## src/rtl/trap_ctrl_if.sv

```systemverilog
// Trap sequencer bus: exception sources and CSR values in; CSR load strobes,
// flush and fetch redirect out.
interface trap_ctrl_if;
  logic        fetch_misalign_i;
  logic        illegal_instr_i;
  logic        csr_exception_i;
  logic        ecall_i;
  logic        ebreak_i;
  logic        mret_i;
  logic [31:0] excep_pc_i;
  logic [31:0] mtvec_i;
  logic [31:0] mepc_i;
  logic        fetch_ready_i;
  logic        load_mcause_o;
  logic [31:0] excep_code_o;
  logic        load_mepc_o;
  logic [31:0] mepc_val_o;
  logic        flush_o;
  logic        redirect_valid_o;
  logic [31:0] redirect_pc_o;
  logic        busy_o;

  modport master (
    output fetch_misalign_i, illegal_instr_i, csr_exception_i, ecall_i, ebreak_i,
           mret_i, excep_pc_i, mtvec_i, mepc_i, fetch_ready_i,
    input  load_mcause_o, excep_code_o, load_mepc_o, mepc_val_o, flush_o,
           redirect_valid_o, redirect_pc_o, busy_o
  );

  modport slave (
    input  fetch_misalign_i, illegal_instr_i, csr_exception_i, ecall_i, ebreak_i,
           mret_i, excep_pc_i, mtvec_i, mepc_i, fetch_ready_i,
    output load_mcause_o, excep_code_o, load_mepc_o, mepc_val_o, flush_o,
           redirect_valid_o, redirect_pc_o, busy_o
  );
endinterface

```

## src/rtl/trap_ctrl.sv

```systemverilog
// Machine-mode trap sequencer: prioritises exceptions/mret, strobes mcause/mepc,
// flushes the pipeline for FLUSH_CYCLES cycles, then redirects fetch.
module trap_ctrl #(
  parameter int unsigned FLUSH_CYCLES = 3
) (
  input logic        clk_i,
  input logic        rst_n_i,
  trap_ctrl_if.slave bus
);
  localparam int unsigned XLEN  = 32;
  localparam int unsigned CNT_W = 4;

  typedef enum logic [1:0] {IDLE, FLUSH, REDIRECT} state_t;

  state_t            state;
  logic [CNT_W-1:0]  flush_cnt;
  logic              load_mcause_q;
  logic              load_mepc_q;
  logic [XLEN-1:0]   excep_code_q;
  logic [XLEN-1:0]   mepc_val_q;
  logic              flush_q;
  logic              redirect_valid_q;
  logic [XLEN-1:0]   redirect_pc_q;
  logic              busy_q;

  logic              exc_c;
  logic              trig_c;
  logic [XLEN-1:0]   code_c;
  logic [XLEN-1:0]   target_c;

  // Cause priority and redirect target for the current cycle's requests
  always_comb begin
    exc_c    = bus.fetch_misalign_i | bus.illegal_instr_i | bus.csr_exception_i |
               bus.ebreak_i | bus.ecall_i;
    trig_c   = exc_c | bus.mret_i;
    code_c   = XLEN'(11);
    if (bus.fetch_misalign_i)                           code_c = XLEN'(0);
    else if (bus.illegal_instr_i | bus.csr_exception_i) code_c = XLEN'(2);
    else if (bus.ebreak_i)                              code_c = XLEN'(3);
    target_c = exc_c ? (bus.mtvec_i & ~XLEN'(3)) : bus.mepc_i;
  end

  always_ff @(posedge clk_i or negedge rst_n_i) begin
    if (!rst_n_i) begin
      state            <= IDLE;
      flush_cnt        <= '0;
      load_mcause_q    <= 1'b0;
      load_mepc_q      <= 1'b0;
      excep_code_q     <= '0;
      mepc_val_q       <= '0;
      flush_q          <= 1'b0;
      redirect_valid_q <= 1'b0;
      redirect_pc_q    <= '0;
      busy_q           <= 1'b0;
    end else begin
      load_mcause_q <= 1'b0;
      load_mepc_q   <= 1'b0;
      case (state)
        IDLE: begin
          if (trig_c) begin
            state         <= FLUSH;
            flush_cnt     <= CNT_W'(FLUSH_CYCLES - 1);
            flush_q       <= 1'b1;
            busy_q        <= 1'b1;
            load_mcause_q <= exc_c;
            load_mepc_q   <= exc_c;
            redirect_pc_q <= target_c;
            // mcause/mepc values only change for exceptions; mret leaves them alone
            if (exc_c) begin
              excep_code_q <= code_c;
              mepc_val_q   <= bus.excep_pc_i;
            end
          end
        end
        FLUSH: begin
          if (flush_cnt == '0) begin
            state            <= REDIRECT;
            flush_q          <= 1'b0;
            redirect_valid_q <= 1'b1;
          end else begin
            flush_cnt <= flush_cnt - CNT_W'(1);
          end
        end
        REDIRECT: begin
          if (bus.fetch_ready_i) begin
            state            <= IDLE;
            redirect_valid_q <= 1'b0;
            busy_q           <= 1'b0;
          end
        end
        default: begin
          state            <= IDLE;
          flush_q          <= 1'b0;
          redirect_valid_q <= 1'b0;
          busy_q           <= 1'b0;
        end
      endcase
    end
  end

  assign bus.load_mcause_o    = load_mcause_q;
  assign bus.load_mepc_o      = load_mepc_q;
  assign bus.excep_code_o     = excep_code_q;
  assign bus.mepc_val_o       = mepc_val_q;
  assign bus.flush_o          = flush_q;
  assign bus.redirect_valid_o = redirect_valid_q;
  assign bus.redirect_pc_o    = redirect_pc_q;
  assign bus.busy_o           = busy_q;
endmodule
```

## src/flat_wrapper.sv

```systemverilog
// flat-port wrapper written by rule: the top's interface ports become plain ports
module trap_ctrl_flat 
#(
  parameter int unsigned FLUSH_CYCLES = 3
)
  (clk_i, rst_n_i, bus_fetch_misalign_i, bus_illegal_instr_i, bus_csr_exception_i, bus_ecall_i, bus_ebreak_i, bus_mret_i, bus_excep_pc_i, bus_mtvec_i, bus_mepc_i, bus_fetch_ready_i, bus_load_mcause_o, bus_excep_code_o, bus_load_mepc_o, bus_mepc_val_o, bus_flush_o, bus_redirect_valid_o, bus_redirect_pc_o, bus_busy_o);
  trap_ctrl_if bus_i ();
  input logic clk_i;
  input logic rst_n_i;
  input wire logic [$bits(bus_i.fetch_misalign_i)-1:0] bus_fetch_misalign_i;
  input wire logic [$bits(bus_i.illegal_instr_i)-1:0] bus_illegal_instr_i;
  input wire logic [$bits(bus_i.csr_exception_i)-1:0] bus_csr_exception_i;
  input wire logic [$bits(bus_i.ecall_i)-1:0] bus_ecall_i;
  input wire logic [$bits(bus_i.ebreak_i)-1:0] bus_ebreak_i;
  input wire logic [$bits(bus_i.mret_i)-1:0] bus_mret_i;
  input wire logic [$bits(bus_i.excep_pc_i)-1:0] bus_excep_pc_i;
  input wire logic [$bits(bus_i.mtvec_i)-1:0] bus_mtvec_i;
  input wire logic [$bits(bus_i.mepc_i)-1:0] bus_mepc_i;
  input wire logic [$bits(bus_i.fetch_ready_i)-1:0] bus_fetch_ready_i;
  output wire logic [$bits(bus_i.load_mcause_o)-1:0] bus_load_mcause_o;
  output wire logic [$bits(bus_i.excep_code_o)-1:0] bus_excep_code_o;
  output wire logic [$bits(bus_i.load_mepc_o)-1:0] bus_load_mepc_o;
  output wire logic [$bits(bus_i.mepc_val_o)-1:0] bus_mepc_val_o;
  output wire logic [$bits(bus_i.flush_o)-1:0] bus_flush_o;
  output wire logic [$bits(bus_i.redirect_valid_o)-1:0] bus_redirect_valid_o;
  output wire logic [$bits(bus_i.redirect_pc_o)-1:0] bus_redirect_pc_o;
  output wire logic [$bits(bus_i.busy_o)-1:0] bus_busy_o;
  assign bus_i.fetch_misalign_i = bus_fetch_misalign_i;
  assign bus_i.illegal_instr_i = bus_illegal_instr_i;
  assign bus_i.csr_exception_i = bus_csr_exception_i;
  assign bus_i.ecall_i = bus_ecall_i;
  assign bus_i.ebreak_i = bus_ebreak_i;
  assign bus_i.mret_i = bus_mret_i;
  assign bus_i.excep_pc_i = bus_excep_pc_i;
  assign bus_i.mtvec_i = bus_mtvec_i;
  assign bus_i.mepc_i = bus_mepc_i;
  assign bus_i.fetch_ready_i = bus_fetch_ready_i;
  assign bus_load_mcause_o = bus_i.load_mcause_o;
  assign bus_excep_code_o = bus_i.excep_code_o;
  assign bus_load_mepc_o = bus_i.load_mepc_o;
  assign bus_mepc_val_o = bus_i.mepc_val_o;
  assign bus_flush_o = bus_i.flush_o;
  assign bus_redirect_valid_o = bus_i.redirect_valid_o;
  assign bus_redirect_pc_o = bus_i.redirect_pc_o;
  assign bus_busy_o = bus_i.busy_o;
  trap_ctrl #(.FLUSH_CYCLES(FLUSH_CYCLES)) u_core (.clk_i(clk_i), .rst_n_i(rst_n_i), .bus(bus_i));
endmodule
```

## config.mk

```make
export PLATFORM = sky130hd
export DESIGN_NAME = trap_ctrl_flat
export DESIGN_NICKNAME = d
export VERILOG_FILES = /design/src/rtl/trap_ctrl_if.sv /design/src/rtl/trap_ctrl.sv /design/src/flat_wrapper.sv
export SDC_FILE = /design/constraint.sdc
export NUM_CORES = 1
export LEC_CHECK = 0
export ABC_AREA = 1
export ABC_CLOCK_PERIOD_IN_PS = 1600
export BUFFER_PORTS_ARGS = -buffer_cell sky130_fd_sc_hd__buf_2
export CAP_MARGIN = 0
export CORE_ASPECT_RATIO = 1.5
export CORE_UTILIZATION = 45
export CTS_BUF_LIST = sky130_fd_sc_hd__clkbuf_4 sky130_fd_sc_hd__clkbuf_8 sky130_fd_sc_hd__clkbuf_16
export CTS_CLUSTER_DIAMETER = 60
export DETAILED_ROUTE_END_ITERATION = 12
export GPL_ROUTABILITY_DRIVEN = 0
export PLACE_DENSITY = 0.81
export SLEW_MARGIN = 10
export SYNTH_ARGS = -nofsm -noshare
export SYNTH_HDL_FRONTEND = slang
export SYNTH_SLANG_ARGS = --single-unit
```

## constraint.sdc

```tcl
create_clock -name clk_i -period 1.6 [get_ports clk_i]
set_clock_uncertainty 0.1 [all_clocks]
set_input_delay 0.24 -clock clk_i [delete_from_list [all_inputs] [get_ports clk_i]]
set_output_delay 0.24 -clock clk_i [all_outputs]
set_load 0.02 [all_outputs]
```

# [After elaboration in Yosys (flattened, before gate mapping)]
# Index checks and enable logic that the tools add are counted.
[op_classes] n_addsub=1 multipliers=0 div=0 order_cmp=0 n_eq_ne=6 shifts=0 n_mux=20 bitwise=9 n_reduce_logical=10
[ops] op="32-bit two-way mux" n=3
[ops] op="3-bit AND reduction" n=6
[ops] op="4-bit two-way mux" n=3
[ops] op="1-bit one-hot mux with 3 select lines" n=3
[ops] op="4-bit one-hot mux with 2 select lines" n=1
[ops] op="1-bit two-way mux" n=6
[ops] op="2-bit two-way mux" n=3
[ops] op="1-bit OR" n=6
[ops] op="2-bit one-hot mux with 3 select lines" n=1
[ops] op="4-bit logical NOT" n=1
[ops] op="2-bit by 1-bit != test with 1-bit output, second input constant" n=2
[ops] op="2-bit != test, second input constant" n=2
[ops] op="4-bit by 1-bit subtractor with 4-bit output, second input constant" n=1
[ops] op="1-bit NOT" n=3
[ops] op="2-bit by 1-bit == test with 1-bit output, second input constant" n=1
[ops] op="2-bit == test, second input constant" n=1
[ops] op="2-bit logical NOT" n=1
[ops] op="2-bit AND reduction" n=1
[ops] op="2-bit nonzero test" n=1
[totals] reg_bits=106 latch_bits=0 mem_bits_rw=0 rom_bits=0 inputBits=105 output_inout_bits=101 wordCells=55 mem_count=0

# [Logic depth before layout (Yosys ltp)]
# Gate-level depths: netlist of the first run.
[depth] word_depth=7 ltp_mapped=8

# [Least setup slack after synthesis of the first run]
# Ideal clock, no wire load.
[synth_path] path_kind="register to register" start="register u_core.flush_cnt[0]" end="register u_core.redirect_valid_q (netlist: u_core.bus.redirect_valid_o)" setup_time_ns=0.120 arrival_ns=1.095 required_ns=1.380 slack_ns=0.285 path_stages_with_launch=8 n_path_buf=0 synth_period_minus_slack_ns=1.315 cell_sequence="dfrtp_1 -> inv_1 -> ha_1 -> nand3_1 -> nand2_1 -> nand2_1 -> o21ai_0 -> nand2_1"
[synth_via] elab_chain_cells=3
[synth_lines] element="from (decl)" line="trap_ctrl.sv:16" rtl="logic [CNT_W-1:0] flush_cnt;"
[synth_lines] element="from (signal assigned)" line="trap_ctrl.sv:62" rtl="flush_cnt <= CNT_W'(FLUSH_CYCLES - 1);"
[synth_lines] element="from (signal assigned)" line="trap_ctrl.sv:81" rtl="flush_cnt <= flush_cnt - CNT_W'(1);"
[synth_lines] element="4-bit logical NOT" line="trap_ctrl.sv:76" rtl="if (flush_cnt == '0) begin"
[synth_lines] element="2-bit by 1-bit != test with 1-bit output (no source line)"
[synth_lines] element="3-bit AND reduction (no source line)"
[synth_lines] element="to (signal assigned)" line="trap_ctrl.sv:79" rtl="redirect_valid_q <= 1'b1;"
[synth_lines] element="to (signal assigned)" line="trap_ctrl.sv:87" rtl="redirect_valid_q <= 1'b0;"
[synth_lines] element="to (signal assigned)" line="trap_ctrl.sv:94" rtl="redirect_valid_q <= 1'b0;"
[synth_lines] element="to (decl)" line="trap_ctrl.sv:22" rtl="logic redirect_valid_q;"
# No other way between the ends.
# A chain may end at the register's enable or synchronous reset.

# [Worst setup path in the final report of the first run]
[layout_path] start="register u_core.state[1]" end="register u_core.mepc_val_q[23] (netlist: u_core.bus.mepc_val_o[23])"
[layout_via] elab_chain_cells=2
[layout_lines] element="from (decl)" line="trap_ctrl.sv:15" rtl="state_t state;"
[layout_lines] element="from (signal assigned)" line="trap_ctrl.sv:45" rtl="state <= IDLE;"
[layout_lines] element="from (signal assigned)" line="trap_ctrl.sv:61" rtl="state <= FLUSH;"
[layout_lines] element="from (signal assigned)" line="trap_ctrl.sv:77" rtl="state <= REDIRECT;"
[layout_lines] element="2-bit logical NOT" line="trap_ctrl.sv:58" rtl="case (state)"
[layout_lines] element="3-bit AND reduction (no source line)"
[layout_lines] element="to (signal assigned)" line="trap_ctrl.sv:71" rtl="mepc_val_q <= bus.excep_pc_i;"
[layout_lines] element="to (decl)" line="trap_ctrl.sv:20" rtl="logic [XLEN-1:0] mepc_val_q;"
# No other way between the ends.

==> flow_summary.yaml, run 1 <==
clock_tree:
  insertion_delay_ps: 330
  clk_pin_slew_ps: 60
  cts.path.max_buffers: 2
  cts-root-buf: "clkbuf_16"
  cts_made_buffers: 9
  cts_setup_buffers: 0
  cts_max_level: 3
  cts_tree: "done"
  clock-sinks: 77
die:
  die_y_um: 113
  die_x_um: 76.0
  start_util: 0.462
  io_pins: 206
  die-area_mm2: 0.00860
  num_rows: 40
  coreArea_mm2: 0.00801
yosys:
  synth_seq_cells: 77
  synth-adder-area-share: 0.00676
  synthSimpleGateAreaFrac: 0.343
  yosysUniqueCellTypes: 21
  ys.warnings.count: 0
  synth_cells: 481
  synth_compound_area_frac: 0.0108
  syn_area_mm2: 0.00370
  yosysSeqAreaShare: 0.521
  synthMuxAreaShare: 0
  synth_xor_area_frac: 0.00473
  synth_top_family_by_area: "simple AND/OR/NAND/NOR gates"
  avgSynthCellArea_um2: 7.69
worst_hold_path:
  min-delay-start: "bus_excep_pc_i[28]"
  hp-class: "in2reg"
sta:
  fin_hold_ws_ps: 9.93
  setup_viol: 0
  fmax_mhz: 685
  drv_slew: 0
  max_slew_margin: 0.667
  min_period_ps: 1460
  rsz0062_at_grt: "no"
  tightest_slew_ps: 499
  setup-tns-final_ps: 0
  fin_crit_sh: 0.913
  hold_viol: 0
critical_path:
  startpoint_type: "flip-flop"
  critPathMaxFanout: 33
  r2r_setup_slack_ps: 140
  end_kind: "flip-flop"
  worst_ep_required_time_ps: 1760
  startpoint: "u_core.state[1]$_DFFE_PN0P_"
  crit_type: "reg2reg"
  arrival_ps: 1620
  r2r_start: "u_core.state[1]$_DFFE_PN0P_"
final_layout:
  diodes: 0
  nets: 763
  mostFrequentLayoutCells: "306 x nand2_1, 173 x buf_2, 77 x dfrtp_1"
  stdcell_area_mm2: 0.00490
  drive_above_1_share: 0.315
  multi_input_area_mm2: 0.00146
  layout_commonest_cell: "nand2_1"
  nFillCells: 734
  final_cells: 766
  syn_to_final_growth_pct: 32.5
  layout.area.seq_mm2: 0.00193
routing:
  via_per_inst: 4.43
  firstDrtPassIters: 4
  wire_per_inst_um: 10.5
  route.detailed.drc: 0
  totalWireLength_mm: 8.04
  initialDrtViolationCount: 106
  vias: 3396
  final_antenna_net_count: 0
power_and_ir_drop:
  vdd_drop_max_mv: 1.15
  leakage_uw: 0.00299
  powerDensity_mw_per_mm2: 2020
global_route:
  grt_pass1_wl_mm: 13.7
  antenna_found_initial: 0
  overflow: 0
  first_global_vias: 3131
  grt.total_usage: 0.198
  grt_max_degree: 78
placed_design:
  port_buffers: 174
  dpl_cell_area_mm2: 0.00453
  place_inst: 745
  hpwl_mm: 5.88
outcome:
  status: "finished, final reports clean"
flow_run:
  maxCapViolations: 0
==> layout make-up <==
type,instances,area share
well taps,105,0.0268
inverters,15,0.0117
multi-input cells,367,0.298
clock buffers,9,0.0459
repair buffers,186,0.204
flip-flops and latches,77,0.393
clock inverters,7,0.0202
==> stage by stage <==
| stage | utilization | setup slack [ps] | total power [uW] |
|---|---|---|---|
| 3_3_place_gp | 0.565 | 182 | 7670 |
| 6_report | 0.613 | 139 | 9910 |
| 2_1_floorplan | - | 285 | 6480 |
| 4_1_cts | 0.612 | 77.0 | 10000 |
| 5_1_grt | 0.613 | 10.9 | 10600 |
| 3_5_place_dp | 0.565 | 81.1 | 7830 |
==> flip-flops by register name, summed over array words and instances, names as in the netlist <==
register / flops
u_core.bus.redirect_pc_o: 32
u_core.bus.mepc_val_o: 32
u_core.state: 2
u_core.flush_cnt: 4
u_core.bus.excep_code_o: 3
u_core.bus.redirect_valid_o: 1
u_core.bus.busy_o: 1
u_core.bus.flush_o: 1
u_core.bus.load_mcause_o: 1
==> synthesized netlist by cell type <==
master / instances / share of area
nand3_1: 8 / 0.011
xor2_1: 2 / 0.0047
nand4_1: 1 / 0.0017
dfrtp_1: 77 / 0.52
a21oi_1: 1 / 0.0014
nand3_2: 1 / 0.0027
nor2_4: 2 / 0.0061
clkbuf_1: 1 / 0.0010
nand2_1: 307 / 0.31
conb_1: 1 / 0.0010
inv_1: 13 / 0.013
inv_2: 2 / 0.0020
o21ai_1: 2 / 0.0027
nor2_1: 2 / 0.0020
buf_6: 6 / 0.018
nor2_2: 2 / 0.0034
ha_1: 2 / 0.0068
buf_2: 13 / 0.018
buf_4: 30 / 0.061
nand2_2: 3 / 0.0051
o21ai_0: 5 / 0.0068
==> cells by family (layout without fill, tap and decap cells) <==
kind of cell | count (synthesis) | count (layout)
AOI/OAI and AO/OA | 8 | 8
DFF | 77 | 77
adders and majority gates | 2 | 2
and+or+nand+nor | 326 | 326
buffers and inverters | 65 | 217
xor gates and xnor gates | 2 | 2
other | 1 | 29
==> worst max-delay path, cell delays in order (launching register included) <==
cell     delay, ps
dfrtp_1        420
nor2_2         200
nand2_2        100
inv_2          380
nand2_1        110
nand2_1         80
==> layer usage <==
layer / GRT usage / share of wire
met1: 0.232 / 0.43
met4: 0.0872 / 0.012
met2: 0.356 / 0.50
met5: 0 / 0
met3: 0.0339 / 0.057
==> timing repair <==
action / 4_1_cts / 5_1_grt
hold endpoints to repair: 81 / 0
resized for setup: 0 / 2
setup endpoints to repair: 0 / 2
hold buffers: 5 / 0
==> power breakdown <==
group	total, uW	leakage (uW)	switching [uW]	internal [uW]
clock network	2140	0.000156	772	1370
logic	4420	0.00188	3000	1420
registers	3350	0.000954	467	2880
total	9910	0.00299	4240	5670
==> path summary, 6_finish.rpt <==
path | end | cells after the start
max | u_core.bus.mepc_val_o[23]$_DFFE_PN0P_ | 5
min | u_core.bus.mepc_val_o[28]$_DFFE_PN0P_ | 3
min in group asynchronous | u_core.bus.mepc_val_o[2]$_DFFE_PN0P_ | 3
max in group asynchronous | u_core.bus.mepc_val_o[24]$_DFFE_PN0P_ | 3
min reg2reg | u_core.bus.mepc_val_o[24]$_DFFE_PN0P_ | 2
max reg2reg | u_core.bus.mepc_val_o[23]$_DFFE_PN0P_ | 5
Power figures use the tool's default switching activity.
==> run 2, diff against run 1 <==
--- a/config.mk
+++ b/config.mk
@@ -6,16 +6,17 @@
 export NUM_CORES = 1
 export LEC_CHECK = 0
 export ABC_AREA = 1
-export ABC_CLOCK_PERIOD_IN_PS = 1600
+export ABC_CLOCK_PERIOD_IN_PS = 1190
 export BUFFER_PORTS_ARGS = -buffer_cell sky130_fd_sc_hd__buf_2
-export CAP_MARGIN = 0
+export CAP_MARGIN = 30
 export CORE_ASPECT_RATIO = 1.5
-export CORE_UTILIZATION = 45
+export CORE_UTILIZATION = 40
 export CTS_BUF_LIST = sky130_fd_sc_hd__clkbuf_4 sky130_fd_sc_hd__clkbuf_8 sky130_fd_sc_hd__clkbuf_16
 export CTS_CLUSTER_DIAMETER = 60
 export DETAILED_ROUTE_END_ITERATION = 12
 export GPL_ROUTABILITY_DRIVEN = 0
-export PLACE_DENSITY = 0.81
+export PLACE_DENSITY = 0.76
+export RECOVER_POWER = 100
 export SLEW_MARGIN = 10
 export SYNTH_ARGS = -nofsm -noshare
 export SYNTH_HDL_FRONTEND = slang
==> constraint.sdc (replaced) <==
create_clock -name clk_i -period 1.19 [get_ports clk_i]
set_clock_uncertainty 0.1 [all_clocks]
set_input_delay 0.1785 -clock clk_i [delete_from_list [all_inputs] [get_ports clk_i]]
set_output_delay 0.1785 -clock clk_i [all_outputs]
set_load 0.02 [all_outputs]
==> flow_summary.yaml, run 2 (synthesized netlist as in run 1, its figures left out) <==
placed_design:
  port_buffers: 174
  post-place-ws_ps: -235
  dpl_cell_area_mm2: 0.00464
  hpwl_mm: 6.28
critical_path:
  startpoint_type: "flip-flop"
  end_kind: "flip-flop"
  crit_type: "reg2reg"
  critPathMaxFanout: 17
  worst_ep_required_time_ps: 1310
  arrival_ps: 1450
routing:
  route.detailed.drc: 0
  final_antenna_net_count: 0
  wire_per_inst_um: 11.3
  firstDrtPassIters: 4
  initialDrtViolationCount: 83
  vias: 3567
  totalWireLength_mm: 9.17
  via_per_inst: 4.39
global_route:
  grt_max_degree: 78
  overflow: 0
  first_global_vias: 3443
  grt.total_usage: 0.194
  antenna_found_initial: 0
  grt_pass1_wl_mm: 14.5
clock_tree:
  clk_pin_slew_ps: 50
  cts.path.max_buffers: 2
  cts_tree: "done"
  cts_made_buffers: 9
  insertion_delay_ps: 330
  clock-sinks: 77
  cts-root-buf: "clkbuf_16"
  cts_max_level: 3
die:
  die_y_um: 120
  num_rows: 42
  coreArea_mm2: 0.00888
  start_util: 0.417
  die-area_mm2: 0.00965
  io_pins: 206
  die_x_um: 80.5
final_layout:
  layout_commonest_cell: "nand2_1"
  nets: 805
  stdcell_area_mm2: 0.00540
  nFillCells: 798
  drive_above_1_share: 0.325
  diodes: 0
  mostFrequentLayoutCells: "305 x nand2_1, 125 x buf_2, 76 x dfrtp_1"
  syn_to_final_growth_pct: 45.8
sta:
  tightest_slew_ps: 599
  drv_slew: 0
  setup_viol: 73
  fin_crit_sh: 1.12
  fmax_mhz: 751
  rsz0062_at_grt: "yes"
  worst_slack_ps: -142
  max_slew_margin: 0.601
  min_period_ps: 1330
  hold_viol: 0
power_and_ir_drop:
  leakage_uw: 0.00319
  vdd_drop_max_mv: 1.68
  powerDensity_mw_per_mm2: 2620
outcome:
  failed_checks: "negative setup slack"
  status: "finished, violations left"
flow_run:
  maxCapViolations: 0
worst_hold_path:
  hp-class: "in2reg"
## run 2: metal layers
metal,share of wire,GRT usage,wire (um)
met5,0,0,0
met2,0.52,0.355,4760
met4,0.020,0.0748,184
met3,0.062,0.0487,568
met1,0.40,0.207,3660
## run 2: cell type report
class | count | area [um2] | share of cell area
Clock buffer | 14 | 275 | 0.0510
Sequential cell | 77 | 1930 | 0.357
Multi-Input combinational cell | 367 | 1510 | 0.280
Clock inverter | 1 | 30.0 | 0.00556
Inverter | 15 | 66.3 | 0.0123
Timing Repair Buffer | 228 | 1450 | 0.268
Tap cell | 110 | 138 | 0.0255
## run 2: final timing paths
path / startpoint / end / slack, ps / depth (start not counted)
min in group asynchronous: rst_n_i / u_core.bus.mepc_val_o[24]$_DFFE_PN0P_ / 430 / 3
max in group asynchronous: rst_n_i / u_core.state[1]$_DFFE_PN0P_ / 110 / 3
worst max-delay path: u_core.state[0]$_DFFE_PN0P_ / u_core.bus.mepc_val_o[23]$_DFFE_PN0P_ / -140 / 6
worst min-delay path: bus_mepc_i[1] / u_core.bus.redirect_pc_o[1]$_DFFE_PN0P_ / 10 / 3
worst min register to register: u_core.bus.mepc_val_o[15]$_DFFE_PN0P_ / u_core.bus.mepc_val_o[15]$_DFFE_PN0P_ / 370 / 2
worst max register to register: u_core.state[0]$_DFFE_PN0P_ / u_core.bus.mepc_val_o[23]$_DFFE_PN0P_ / -140 / 6
## run 2: power by group
part | internal [uW] | leakage [uW] | switching (uW)
clock network | 1800 | 0.000153 | 972
registers | 3880 | 0.000953 | 704
logic | 2480 | 0.00208 | 4300
total | 8160 | 0.00319 | 5970
## run 2: repair_timing
action | 4_1_cts | 5_1_grt
setup buffers | 0 | 5
hold endpoints to repair | 111 | 0
gates resized for setup | 7 | 18
setup endpoints to repair | 76 | 81
hold buffers | 35 | 0
pin swaps | 3 | 2
## run 2: per-stage QoR
stage	power (uW)	util	instances	hold WS [ps]	TNS, ps
detailed placement	11000	0.523	757	135	-13860
floorplan	8770	-	509	-217	-2.48
finish	14100	0.608	812	12.6	-6360
global placement	10700	0.523	757	129	-10420
CTS	14000	0.598	807	2.63	-7240
global route	15100	0.608	812	26.1	-12440
## run 2: critical path, cell delays in order, from the launching register on
cell,delay (ps)
dfrtp_1,420
nor2_4,170
nand2_2,110
buf_6,160
buf_12,150
nand2_1,60
nand2_1,60
